File: src/rtl/id_issue_stage.sv
// Decode/issue stage: regfile read addressing, load-use busy scoreboard, ID/EX pipeline register.
// Build option: define ISSUE_BYPASS_EN to forward same-cycle write-back data instead of stalling on it.
module id_issue_stage #(
   parameter int         width     = 32,
   parameter int         addrWidth = 5,
   parameter logic [6:0] LOAD_OP   = 7'b0000011
) (
   input  logic                 clock,
   input  logic                 clear,
   input  logic                 if_valid,
   input  logic [width-1:0]     if_instr,
   input  logic [width-1:0]     if_pc,
   output logic                 if_ready,
   output logic [addrWidth-1:0] rf_addrA,
   output logic [addrWidth-1:0] rf_addrB,
   input  logic [width-1:0]     rf_dataA,
   input  logic [width-1:0]     rf_dataB,
   input  logic                 wb_we,
   input  logic [addrWidth-1:0] wb_addr,
   input  logic [width-1:0]     wb_data,
   input  logic                 flush,
   output logic                 ex_valid,
   input  logic                 ex_ready,
   output logic [width-1:0]     ex_instr,
   output logic [width-1:0]     ex_pc,
   output logic [width-1:0]     ex_opA,
   output logic [width-1:0]     ex_opB,
   output logic [addrWidth-1:0] ex_rd
);

   localparam int NREG = 1 << addrWidth;

   logic [addrWidth-1:0] rs1;
   logic [addrWidth-1:0] rs2;
   logic [addrWidth-1:0] rd;
   logic                 is_load;
   logic [NREG-1:0]      busy;
   logic [NREG-1:0]      busy_eff;
   logic [NREG-1:0]      busy_next;
   logic                 held_load;
   logic                 wb_hazard;
   logic                 hazard;
   logic                 slot_free;
   logic                 issue;
   logic                 kill_load;
   logic [width-1:0]     op_a;
   logic [width-1:0]     op_b;

   assign rs1      = if_instr[15 +: addrWidth];
   assign rs2      = if_instr[20 +: addrWidth];
   assign rd       = if_instr[7 +: addrWidth];
   assign is_load  = (if_instr[6:0] == LOAD_OP);
   assign rf_addrA = rs1;
   assign rf_addrB = rs2;

   // A write-back landing this cycle releases its busy bit for the hazard check right away.
   always_comb begin
      busy_eff = busy;
      if (wb_we) busy_eff[wb_addr] = 1'b0;
      busy_eff[0] = 1'b0;
   end

`ifdef ISSUE_BYPASS_EN
   assign wb_hazard = 1'b0;
`else
   assign wb_hazard = wb_we & (wb_addr != '0) & ((wb_addr == rs1) | (wb_addr == rs2));
`endif

   assign hazard = busy_eff[rs1] | busy_eff[rs2] | (is_load & busy_eff[rd]) | wb_hazard;

   // Handshakes: IF->ID transfers when if_valid & if_ready at a rising edge; ID/EX->EX transfers
   // when ex_valid & ex_ready. if_ready never looks at if_valid, and ex_* hold while unconsumed.
   assign slot_free = ~ex_valid | ex_ready;
   assign if_ready  = ~hazard & slot_free & ~flush;
   assign issue     = if_valid & if_ready & ~clear;

   // Only a load still sitting unconsumed in ID/EX gets its busy bit retracted by a flush.
   assign kill_load = flush & held_load & ~ex_ready;

   always_comb begin
      busy_next = busy;
      if (wb_we) busy_next[wb_addr] = 1'b0;
      if (kill_load) busy_next[ex_rd] = 1'b0;
      if (issue & is_load) busy_next[rd] = 1'b1;
      busy_next[0] = 1'b0;
   end

   function automatic logic [width-1:0] pick_operand(
      input logic [addrWidth-1:0] rs,
      input logic [width-1:0]     rf_data,
      input logic                 we,
      input logic [addrWidth-1:0] wa,
      input logic [width-1:0]     wd
   );
      logic [width-1:0] value;
      value = rf_data;
`ifdef ISSUE_BYPASS_EN
      if (we && (wa == rs)) value = wd;
`else
      if (we && (wa == rs)) value = rf_data;
`endif
      if (rs == '0) value = '0;
      return value;
   endfunction

   assign op_a = pick_operand(rs1, rf_dataA, wb_we, wb_addr, wb_data);
   assign op_b = pick_operand(rs2, rf_dataB, wb_we, wb_addr, wb_data);

   always_ff @(posedge clock) begin
      if (clear) begin
         ex_valid  <= 1'b0;
         ex_instr  <= '0;
         ex_pc     <= '0;
         ex_opA    <= '0;
         ex_opB    <= '0;
         ex_rd     <= '0;
         busy      <= '0;
         held_load <= 1'b0;
      end else begin
         busy <= busy_next;
         if (issue) begin
            ex_valid  <= 1'b1;
            ex_instr  <= if_instr;
            ex_pc     <= if_pc;
            ex_opA    <= op_a;
            ex_opB    <= op_b;
            ex_rd     <= rd;
            held_load <= is_load & (rd != '0);
         end else if (slot_free | flush) begin
            ex_valid  <= 1'b0;
            held_load <= 1'b0;
         end
      end
   end

endmodule
File: config.mk
export PLATFORM = sky130hd
export DESIGN_NAME = id_issue_stage
export DESIGN_NICKNAME = d
export VERILOG_FILES = /design/src/rtl/id_issue_stage.sv
export SDC_FILE = /design/constraint.sdc
export NUM_CORES = 1
export LEC_CHECK = 0
export ABC_CLOCK_PERIOD_IN_PS = 9100
export CAP_MARGIN = 20
export CORE_UTILIZATION = 45
export DETAILED_ROUTE_END_ITERATION = 10
export GPL_TIMING_DRIVEN = 0
export PLACE_DENSITY = 0.94
export SLEW_MARGIN = 15
export SYNTH_ARGS = -nofsm -noshare
export SYNTH_HDL_FRONTEND = slang
export SYNTH_SLANG_ARGS = --single-unit
File: constraint.sdc
create_clock -name clock -period 9.1 [get_ports clock]
set_clock_uncertainty 0.15 [all_clocks]
set_input_delay 1.82 -clock clock [delete_from_list [all_inputs] [get_ports clock]]
set_output_delay 1.82 -clock clock [all_outputs]
set_load 0.01 [all_outputs]
==> results.md, run 1 <==
- Critical Path RT: 7130 ps
- Post-synthesis adder-cell area fraction: 0
- RePlAce Congestion: 0.986
- Fin. Hold Viols: 0
- Number of global-route vias before repair: 8084
- FF/Latch Area: 3220 sq um
- Multi-input gate area: 4650 sq um
- Crit path cell chain: clkdlybuf4s50_1 > buf_2 > nand4bb_1 > o21ai_0 > o2111ai_1 > o41ai_1 > a41o_1 > a2111oi_0 > and3b_1 > clkdlybuf4s50_1
- Maxcap violations: 0
- FF+latch count, synth: 161
- Worst Path Arrival: 5510 ps
- DRT antenna net count: 0
- Global-route wire length before repair: 45300 microns
- Pre-CTS setup slack: 1720 ps
- Compound-Gate Fraction of Synth Area: 0.0962
- Delay-heaviest family, CP: compound AO/OA/AOI/OAI gates
- Initial antenna violation count: 0
- Sum Neg Setup Slack: 0 ps
- Worst-path clk slew: 60 ps
- IO Pins: 316
- Routed vias/inst: 5.59
- RSZ-0062 raised after global routing: false
- Critical Path Fanout Max: 10
- Combinational share of power: 0.162
- Fmax: 134 MHz
- # rows: 49
- Fill count: 1403
- Chip Width: 138 microns
- Int Pwr: 0.00128 W
- Flop pwr share: 0.424
- Core Area: 18100 sq um
- Largest family of logic cells by synthesized area: simple AND/OR/NAND/NOR gates
- Critical-path top delay cell: a2111oi_0
- Worst R2R Start: busy[23]
- Async SR Flop Fraction: 0
- Leading area contributor after synthesis: dfxtp_1
- Yosys cell types: 61
- Sw Pwr: 0.000466 W
- Vias: 8134
- DP Wirelength: 21800 microns
- Post-CTS Resized: 0
- EDFF count, synth: 0
- Power Dens Cells: 146 nW/um^2
- IO buf count: 273
- Drt pass-1 iters: 10
- Clk_lat worst skew: 430 ps
- Mux cell area share after synthesis: 0.208
- Hold crit path type: reg2reg
- GR Overflow Total: 0
- Share of the synthesized area in the top cell type: 0.386
- Leakage Power: 4.91 nW
- Clock sink count: 161
- Die Ht: 138 microns
- Post-synthesis average cell area: 9.06 sq um
- Area grow syn2layout: 43.2%
- Fin crit period: 7480 ps
- Synthesized instance count: 922
- Hold path start: held_load
- Bufs on Longest Clock Path: 2
- Worst path max stage delay: 840 ps
- N_diodes: 0
- Nets: 1385
- Synth Area in Simple Gates: 0.239
- Drt first-iter violations: 822
- Setup slack after layout: 1620 ps
- Synthesized area: 8350 sq um
- Htree depth: 4
- Tcrit/Tclk final: 0.822
- Routed len/inst: 20.1 microns
- Critical path's most frequent cell: clkdlybuf4s50_1
- Top cells by area, synth: dfxtp_1, mux2i_1, nand2b_1, mux2_4, o21ai_0
- Mapped Nets: 1093
- Setup Buffers After CTS: 0
- DRC errors left: 40
- Pin count of the biggest net entering global routing: 17
- Failing checks: DRC
- Layout cells sized above 1: 0.117
- Clock Power Share: 0.414
- Final max-slew violation count: 0
- Die ar.: 19100 sq um
- Hold buffer count at CTS: 0
- Least-Margin Pin Slew: 1070 ps
- CTS tree: yes
- CTS root buffer: clkbuf_16
- Setup violations, final: 0
- CP startpoint: wb_addr[3]
- Cts bufs inserted: 17
- Sw frac: 0.267
- Sequential fraction of the synthesis area: 0.386
- VDD IR-drop max: 0.134 mV
- Slew margin rel.: 0.270
- Critical path capture point type: primary output
- Initial Util: 0.462
- Setup CP Type: in2out
- XOR/XNOR Fraction of Synth Area: 0.0136
- Total wire length: 29200 microns
- Worst setup SP type: primary input
- Synth warn: 0
- WP buf/inv: 3
- Status: complete, but fails checks
- Primary FF master, synth: dfxtp_1
- GRT Total Usage: 0.305
[layout by cell type, fill, tap and decap left out, types with 7 or more instances in the layout]
cell type	n
dfxtp_1	161
clkdlybuf4s50_1	273
mux2_4	30
buf_4	22
buf_2	10
o21ai_0	88
xnor2_1	10
clkbuf_1	45
mux2_2	28
mux2i_1	79
clkbuf_16	17
inv_1	7
nand2b_1	74
nor2b_1	63
nor2_1	62
mux4_2	8
nand2_1	83
nor3_1	7
nand3_1	45
[sequential cells by signal, summed over array words and instances (netlist names)]
name       count
held_load      1
ex_opA        32
ex_instr      32
ex_valid       1
busy          31
ex_pc         32
ex_opB        32
[cells in the mapped netlist (all sizes together) (4+ instances only)]
| cell type | instances |
|---|---|
| nand3 | 45 |
| mux2 | 58 |
| o21ai | 96 |
| nand2b | 74 |
| o211ai | 6 |
| xnor2 | 10 |
| nand4b | 4 |
| nor3b | 4 |
| dfxtp | 161 |
| nor2 | 62 |
| clkbuf | 44 |
| a21oi | 4 |
| nand3b | 5 |
| nand2 | 83 |
| mux2i | 79 |
| nor2b | 63 |
| mux4 | 8 |
| nor3 | 8 |
| a221oi | 4 |
| buf | 42 |
| inv | 7 |
[per-layer routing]
| metal | routed length [microns] | share of wire | track usage | up-vias |
|---|---|---|---|---|
| li1 | - | - | - | 3767 |
| met3 | 2630 | 0.090 | 0.0710 | 66 |
| met4 | 879 | 0.030 | 0.126 | 0 |
| met1 | 11700 | 0.40 | 0.379 | 3828 |
| met2 | 14000 | 0.48 | 0.510 | 473 |
| met5 | 0 | 0 | 0 | - |
[power groups by stage]
stage	clock (W)	combinational [W]	sequential, W
2_1_floorplan	0	0.000121	0.000763
3_3_place_gp	0	0.000273	0.000753
3_5_place_dp	0	0.000277	0.000754
4_1_cts	0.000730	0.000280	0.000739
5_1_grt	0.000760	0.000298	0.000741
6_report	0.000722	0.000282	0.000739
[cells by family (layout without fill, tap and decap cells)]
family	Yosys count	count (layout)
and+or+nand+nor	374	374
DFF	161	161
muxes	145	145
AOI/OAI and AO/OA	134	134
buffers and inverters	95	400
xor gates and xnor gates	13	13
[tightest hold or removal path: stages (launching register included)]
cell and delay, ps:
dfxtp_1 310, nand3_1 60, o31ai_1 60
[area by class of cell]
class | count | area share
plain buffers | 86 | 0.0375
clock buffers | 19 | 0.0370
clock inverters | 13 | 0.0121
inverters | 9 | 0.00283
multi-input cells | 666 | 0.389
flip-flops and latches | 161 | 0.270
well taps | 229 | 0.0240
repair buffers | 273 | 0.229
[through the flow]
stage | std cells | utilization | total power (W) | area [sq um] | hold WS (ps)
2_1_floorplan | 922 | - | 0.000884 | 8350 | 295
3_3_place_gp | 1424 | 0.629 | 0.00103 | 11400 | 307
3_5_place_dp | 1424 | 0.629 | 0.00103 | 11400 | 314
4_1_cts | 1456 | 0.661 | 0.00175 | 12000 | 323
5_1_grt | 1456 | 0.661 | 0.00180 | 12000 | 350
6_report | 1456 | 0.661 | 0.00174 | 12000 | 323
[worst paths after layout]
path	to	slack, ps	depth (start not counted)
worst max register to register	ex_pc[16]	5490	8
worst min register to register	held_load	320	2
worst min-delay path	held_load	320	2
worst max-delay path	if_ready	1620	10
Note: power is estimated with default switching activity, not from simulation.
==> run 2, diff against run 1 <==
--- a/config.mk
+++ b/config.mk
@@ -5,12 +5,12 @@
 export SDC_FILE = /design/constraint.sdc
 export NUM_CORES = 1
 export LEC_CHECK = 0
-export ABC_CLOCK_PERIOD_IN_PS = 9100
+export ABC_CLOCK_PERIOD_IN_PS = 6200
 export CAP_MARGIN = 20
-export CORE_UTILIZATION = 45
+export CORE_UTILIZATION = 41
 export DETAILED_ROUTE_END_ITERATION = 10
 export GPL_TIMING_DRIVEN = 0
-export PLACE_DENSITY = 0.94
+export PLACE_DENSITY = 0.9
 export SLEW_MARGIN = 15
 export SYNTH_ARGS = -nofsm -noshare
 export SYNTH_HDL_FRONTEND = slang
==> constraint.sdc (replaced) <==
create_clock -name clock -period 6.2 [get_ports clock]
set_clock_uncertainty 0.15 [all_clocks]
set_input_delay 1.24 -clock clock [delete_from_list [all_inputs] [get_ports clock]]
set_output_delay 1.24 -clock clock [all_outputs]
set_load 0.01 [all_outputs]
==> run 2 against run 1 <==
  * Clock power rose by 45%
  * The run now ends clean
  * Highest routed layer unchanged
  * Core utilization fell by 5.3 points
  * Sequential share of layout area is 0.076 points lower
  * Largest cell class unchanged
  * Cell count up 2.5%
  * Combinational power rose by 46%
==> results.md, run 2 (synthesis results as in run 1) <==
- Status: complete, no violations
- IO buf count: 273 (unchanged)
- RePlAce Congestion: 1.02 (+3.4%)
- Final max-slew violation count: 0 (unchanged)
- DP Wirelength: 21700 microns (-0.43%)
- VDD IR-drop max: 0.169 mV (+26%)
- Critical Path RT: 4810 ps (-2320 ps)
- N_diodes: 0 (unchanged)
- Nets: 1385 (unchanged)
- CTS root buffer: clkbuf_16
- GRT Total Usage: 0.274 (-0.0316)
- Final instance area: 12000 sq um (+0.28%)
- Final cell count without fillers: 1492 (+2.5%)
- Drt pass-1 iters: 7 (-3)
- # rows: 51 (+4.1%)
- Chip Width: 145 microns (+4.7%)
- Global-route wire length before repair: 43100 microns (-4.7%)
- Fmax: 166 MHz
- DRT antenna net count: 0 (unchanged)
- Hold buffer count at CTS: 0 (unchanged)
- Critical path's most frequent cell: clkdlybuf4s50_1
- Tcrit/Tclk final: 0.972
- Power, Total: 0.00255 W (+46%)
- Number of global-route vias before repair: 7873 (-2.6%)
- Commonest cells after routing, fill and taps aside: clkdlybuf4s50_1, dfxtp_1, o21ai_0, nand2_1, mux2i_1
- WHS: 325 ps (+1.75 ps)
- Worst Path Arrival: 4640 ps (-870 ps)
- Die Ht: 145 microns (+4.7%)
- Clk_lat worst skew: 420 ps (about the same)
- Leakage Power: 4.90 nW (-0.11%)
- Setup violations, final: 0 (unchanged)
- Pin count of the biggest net entering global routing: 17 (unchanged)
- Critical Path Fanout Max: 10 (unchanged)
- WP buf/inv: 3 (unchanged)
- Vias: 8169 (+0.43%)
- Worst path max stage delay: 670 ps (-170 ps)
- Worst setup SP type: primary input
- DRC errors left: 0 (-100%)
- Total wire length: 29200 microns (about the same)
- Critical path capture point type: primary output
- Critical-path top delay cell: o21ai_0
- Slew margin rel.: 0.351 (+0.0801)
- Layout cells sized above 1: 0.116 (-0.000815)
- Initial antenna violation count: 0 (unchanged)
- Setup CP Type: in2out
- Routed vias/inst: 5.48 (-2.0%)
- RSZ-0062 raised after global routing: false
- Power Dens Cells: 212 nW/um^2 (+46%)
- IO Pins: 316 (unchanged)
- Clock sink count: 161 (unchanged)
- Fin. Hold Viols: 0 (unchanged)
- Crit path cell chain: clkdlybuf4s50_1 > buf_2 > nand4b_1 > o21ai_0 > mux2i_1 > o311ai_0 > o211ai_1 > o31ai_2 > and3b_1 > clkdlybuf4s50_1
- Initial Util: 0.424 (-0.0382)
- CTS tree: yes
- Maxcap violations: 0 (unchanged)
- Bufs on Longest Clock Path: 2 (unchanged)
- Cts bufs inserted: 17 (unchanged)
- Drt first-iter violations: 782 (-4.9%)
- Commonest non-fill, non-tap cell in the layout: clkdlybuf4s50_1
- Routed len/inst: 19.6 microns (-2.4%)
- Htree depth: 4 (unchanged)
- Placed cells: 1460 (+2.5%)
- GR Overflow Total: 0 (unchanged)
- Fin crit period: 6030 ps
- Area grow syn2layout: 43.6%
- Placed Instance Area: 11400 sq um (+0.40%)
- Core Area: 19700 sq um (+9.0%)
- Worst-path clk slew: 70 ps (about the same)
- Least-Margin Pin Slew: 964 ps (-103 ps)
- Die ar.: 20900 sq um (+9.6%)
- Delay-heaviest family, CP: buffers and inverters
- Sum Neg Setup Slack: 0 ps (unchanged)
- Hold crit path type: reg2reg
run 2: per-stage QoR:
step / util / setup WS (ps)
floorplan: - / 1690
global placement: 0.579 / 100
detailed placement: 0.579 / 114
CTS: 0.608 / 105
global route: 0.608 / 68.6
finish: 0.608 / 172
run 2: per-layer routing:
layer  up-vias  global-route usage  part of all wire
li1       3749                   -                 -
met1      3820               0.334              0.39
met2       508               0.445              0.46
met3        92              0.0744              0.10
met4         0               0.132             0.044
met5         -                   0                 0
run 2: path summary, 6_finish.rpt:
kind | from | endpoint | slack (ps) | depth (start not counted)
setup reg to reg | busy[17] | ex_pc[25] | 2880 | 9
setup / recovery | wb_addr[4] | if_ready | 170 | 10
hold reg to reg | ex_opA[15] | ex_opA[15] | 320 | 2
hold / removal | ex_opA[15] | ex_opA[15] | 320 | 2
run 2: area by class of cell:
| class | instances | area [sq um] |
|---|---|---|
| plain buffers | 86 | 448 |
| clock buffers | 19 | 433 |
| clock inverters | 13 | 143 |
| inverters | 9 | 33.8 |
| multi-input cells | 666 | 4650 |
| well taps | 265 | 332 |
| flip-flops and latches | 161 | 3220 |
| fillers | 1666 | 7730 |
| repair buffers | 273 | 2730 |
run 2: report_power, final:
group          leakage [nW]  internal [W]  switching (W)
clock                 0.282      0.000571       0.000478
combinational          3.32      0.000226       0.000186
sequential             1.30       0.00107      0.0000176
total                  4.90       0.00186       0.000681
run 2: what timing repair did:
action	CTS	global route
setup buffers	0	0
gates resized for setup	0	1
setup endpoints to repair	0	1
run 2: worst min-delay path, cell delays in order (launching register included):
cell and delay [ps]:
dfxtp_1 310, nand2b_1 60, mux2i_1 60
==> run 3, diff against run 2 <==
--- a/config.mk
+++ b/config.mk
@@ -8,8 +8,8 @@
 export ABC_CLOCK_PERIOD_IN_PS = 6200
 export CAP_MARGIN = 20
 export CORE_UTILIZATION = 41
+export CTS_CLUSTER_SIZE = 28
 export DETAILED_ROUTE_END_ITERATION = 10
-export GPL_TIMING_DRIVEN = 0
 export PLACE_DENSITY = 0.9
 export SLEW_MARGIN = 15
 export SYNTH_ARGS = -nofsm -noshare
==> run 3 against run 2 <==
  * Non-clock buffer count shrank 33
  * Critical path depth down 2
  * Die area did not move
  * Core utilization grew 0.13 points
  * Count of clock-buffer cells in the layout is 2 lower
  * Register-to-register slack got worse by 130 ps
  * Total power shrank 0.75%
  * Combinational power about the same
  * Cell count fell by 2.2%
  * Global-route usage fell by 1.5 points
  * Routed wire length down 5.2%
  * Largest cell class unchanged
==> results.md, run 3 (synthesis results as in run 1) <==
- Status: complete, no violations
- WHS: 327 ps (+2.25 ps)
- Hold path start: ex_opA[15]
- Clk_lat worst skew: 430 ps (about the same)
- Die ar.: 20900 sq um (unchanged)
- Worst setup SP type: primary input
- Layout cells sized above 1: 0.129 (+0.0132)
- Fmax: 165 MHz (-0.77%)
- Power, Total: 0.00253 W (-0.75%)
- Fill count: 1609 (-3.4%)
- Slew margin rel.: 0.428 (+0.0777)
- Initial Util: 0.424 (unchanged)
- Setup CP Type: in2out
- Cts bufs inserted: 17 (unchanged)
- CP startpoint: wb_addr[2]
- DP Wirelength: 20000 microns (-7.9%)
- GRT Total Usage: 0.258 (-0.0152)
- RePlAce Congestion: 1.01 (-0.60%)
- Leakage Power: 4.96 nW (+1.1%)
- Critical path capture point type: primary output
- Hold buffer count at CTS: 0 (unchanged)
- Tcrit/Tclk final: 0.980 (+0.00756)
- Clock sink count: 161 (unchanged)
- IO buf count: 283 (+3.7%)
- Fin. Hold Viols: 0 (unchanged)
- Number of global-route vias before repair: 7522 (-4.5%)
- Critical-path top delay cell: clkdlybuf4s50_1
- N_diodes: 0 (unchanged)
- Maxcap violations: 0 (unchanged)
- DRC errors left: 0 (unchanged)
- Htree depth: 4 (unchanged)
- DRT antenna net count: 0 (unchanged)
- Initial antenna violation count: 1 (+1)
- Critical path's most frequent cell: clkdlybuf4s50_1
- Final instance area: 12000 sq um (+0.21%)
- Routed len/inst: 19.0 microns (-3.1%)
- Power Dens Cells: 210 nW/um^2 (-0.96%)
- IO Pins: 316 (unchanged)
- # rows: 51 (unchanged)
- VDD IR-drop max: 0.192 mV (+13%)
- Crit path cell chain: clkdlybuf4s50_1 > nand4_1 > o21ai_0 > mux4_2 > o22ai_1 > nor4_2 > and3b_1 > clkdlybuf4s50_1
- RSZ-0062 raised after global routing: false
- Nets: 1352 (-2.4%)
- Worst-path clk slew: 70 ps (about the same)
- Critical Path Fanout Max: 10 (unchanged)
- Worst path max stage delay: 830 ps (+160 ps)
- Drt first-iter violations: 823 (+5.2%)
- Critical Path RT: 4810 ps (about the same)
- Total wire length: 27700 microns (-5.2%)
- CTS root buffer: clkbuf_16
- Bufs on Longest Clock Path: 2 (unchanged)
- Least-Margin Pin Slew: 854 ps (-110 ps)
- R2R Setup Slk: 2750 ps (-130 ps)
- Global-route wire length before repair: 40900 microns (-5.2%)
- Worst R2R Start: busy[27]
- Pin count of the biggest net entering global routing: 94 (+77)
- Commonest cells after routing, fill and taps aside: clkdlybuf4s50_1, dfxtp_1, o21ai_0, nand2_1, mux2i_1
- Setup violations, final: 0 (unchanged)
- Commonest non-fill, non-tap cell in the layout: clkdlybuf4s50_1
- GR Overflow Total: 0 (unchanged)
- Worst Path Arrival: 4680 ps (+40 ps)
- CTS tree: yes
- Chip Width: 145 microns (unchanged)
- Area grow syn2layout: 43.9%
- Final max-slew violation count: 0 (unchanged)
- Fin util: 0.609 (+0.00127)
- Routed vias/inst: 5.42 (-0.96%)
- Vias: 7912 (-3.1%)
- Hold crit path type: reg2reg
- Sum Neg Setup Slack: 0 ps (unchanged)
- Drt pass-1 iters: 6 (-1)
- Die Ht: 145 microns (unchanged)
- Fin crit period: 6070 ps (+46.9 ps)
- Core Area: 19700 sq um (unchanged)
- Placed Instance Area: 11400 sq um (+0.16%)
==> run 3: cell types whose count changed in the layout (fill, tap and decap cells not counted), moves of 2 or more <==
cell | previous run | this run
clkbuf_1 | 46 | 0
buf_4 | 22 | 42
buf_2 | 10 | 0
clkdlybuf4s50_1 | 273 | 281
buf_1 | 6 | 0
buf_6 | 4 | 0
buf_12 | 0 | 2
clkinv_8 | 0 | 2
==> run 3: per-layer routing <==
layer	vias up	wire length, microns	GRT usage
li1	3693	-	-
met1	3695	11100	0.316
met2	456	13000	0.427
met3	66	2910	0.0790
met4	2	687	0.0920
met5	-	10	0
==> run 3: critical path: cells and delay by family <==
family                 cells  cell delay [ps]
muxes                      1              370
and+or+nand+nor            3              950
buffers and inverters      2             1390
AOI/OAI and AO/OA          2              720
==> run 3: final timing paths <==
| check | cells past startpoint | to |
|---|---|---|
| worst min-delay path | 2 | ex_opA[15] |
| worst min register to register | 2 | ex_opA[15] |
| worst max-delay path | 8 | if_ready |
| worst max register to register | 11 | ex_instr[0] |
==> run 3: layout make-up <==
class	instances	area [sq um]	share of cell area
Multi-Input combinational cell	666	4670	0.389
Sequential cell	161	3220	0.268
Timing Repair Buffer	326	3180	0.265
Clock inverter	15	149	0.0124
Inverter	9	33.8	0.00281
Tap cell	265	332	0.0276
Clock buffer	17	425	0.0354
==> run 3: per-stage QoR <==
step / worst slack [ps] / std cells
after floorplan: 1690 / 922
after global placement: 116 / 1427
after detailed placement: 107 / 1427
after CTS: 85.1 / 1459
after global routing: 12.9 / 1459
final: 125 / 1459
==> run 3: power breakdown <==
part	leakage, nW	switching (W)	internal [W]	total (W)
Combinational	3.37	0.000180	0.000229	0.000410
Sequential	1.30	0.0000201	0.00107	0.00109
Clock	0.279	0.000496	0.000535	0.00103
==> run 3: repair_timing <==
action / CTS / global route
buffers inserted: 0 / 0
endpoints found under the hold margin: 0 / 0
endpoints found under the setup margin: 0 / 1
gates resized for setup: 0 / 2
==> variant (config.mk and constraints of run 2) <==
Change the parameter `width` from 32 to 36.
--- a/src/rtl/id_issue_stage.sv
+++ b/src/rtl/id_issue_stage.sv
@@ -1,7 +1,7 @@
 // Decode/issue stage: regfile read addressing, load-use busy scoreboard, ID/EX pipeline register.
 // Build option: define ISSUE_BYPASS_EN to forward same-cycle write-back data instead of stalling on it.
 module id_issue_stage #(
-   parameter int         width     = 32,
+   parameter int         width     = 36,
    parameter int         addrWidth = 5,
    parameter logic [6:0] LOAD_OP   = 7'b0000011
 ) (
Interface: changed (9 resized); port bits go from 316 to 352. The function was not compared with the original's and may differ.
==> variant against run 2 <==
Worst setup slack lost 0.072 ns. Largest cell class unchanged. Largest power group unchanged. Wire length is 10% higher. Synthesized area increased by 6.8%. Cell area up 8.2%. Clock power grew 4%. First-iteration DRC count is 6.3% lower. Sequential cell count increased by 16. Sequential share of layout area rose by 0.44 points. Total power up 7.3%.
==> variant: results (changes against run 2) <==
status: "finished clean"
n_clock_buffer: 18  # -1
startpoint: "wb_addr[1]"
holdWs_ns: 0.326  # +0.00101 ns
place.gp.congestion: 1.00  # -1.6%
fillers: 1758  # +5.5%
grt_pass1_wl_um: 48000  # +11%
grt_usage: 0.283  # +0.00975
synth_compound_area_frac: 0.118  # +0.0219
crit_fanout: 8  # -2
holdPathEnd: "ex_instr[16]"
synth_xor_xnor_area_share: 0.00982  # -0.00382
nets: 1475  # +6.5%
reg2reg_to: "ex_instr[23]"
drive_gt1_frac: 0.115  # -0.000849
synthTopCellsByArea: "dfxtp_1, mux2i_1, mux2_2"
yosysUniqueCellTypes: 58  # -4.9%
r2r_start: "busy[6]"
synthMuxAreaShare: 0.201  # -0.00682
yosysSeqAreaShare: 0.397  # +0.0113
cts_resized: 1  # +1
reg2reg_slack_ns: 2.73  # -0.15 ns
cp.arrival_ns: 4.71  # +0.07 ns
slowest_delay_ns: 0.63  # -0.04 ns
p_sw_frac: 0.282  # +0.0143
wl_per_cell_um: 20.5  # +4.5%
seq_area_um2: 3540  # +9.9%
signal_buffers: 400  # +11%
==> variant: changes by cell type after synthesis, moves of 9 or more <==
cell	before	now
clkbuf_1	44	53
dfxtp_1	161	177
mux2_1	0	13
mux2_2	28	53
mux2_4	30	0
nand2b_1	74	86
nand3_1	45	14
nor2_1	62	50
nor2b_1	63	72
o21ai_0	88	60
o41ai_1	1	21
o41ai_2	0	9
or3_1	3	16
==> variant: metrics by stage <==
stage	total power, W	setup slack [ns]	cells	cell area, µm²
after global placement	0.00166	0.0304	1540	12400
after global routing	0.00282	0.0227	1572	13000
after detailed placement	0.00167	0.0397	1541	12400
after CTS	0.00274	0.0256	1573	13000
final	0.00273	0.0997	1572	13000
after floorplan	0.00141	1.60	955	8920
==> variant: metal layers <==
metal  vias to the layer above  wire length [µm]  GRT usage
met3                        94              3540     0.0936
met5                         -                 0          0
met4                         0              1210      0.123
met2                       552             15000      0.462
li1                       4011                 -          -
met1                      4105             12400      0.339
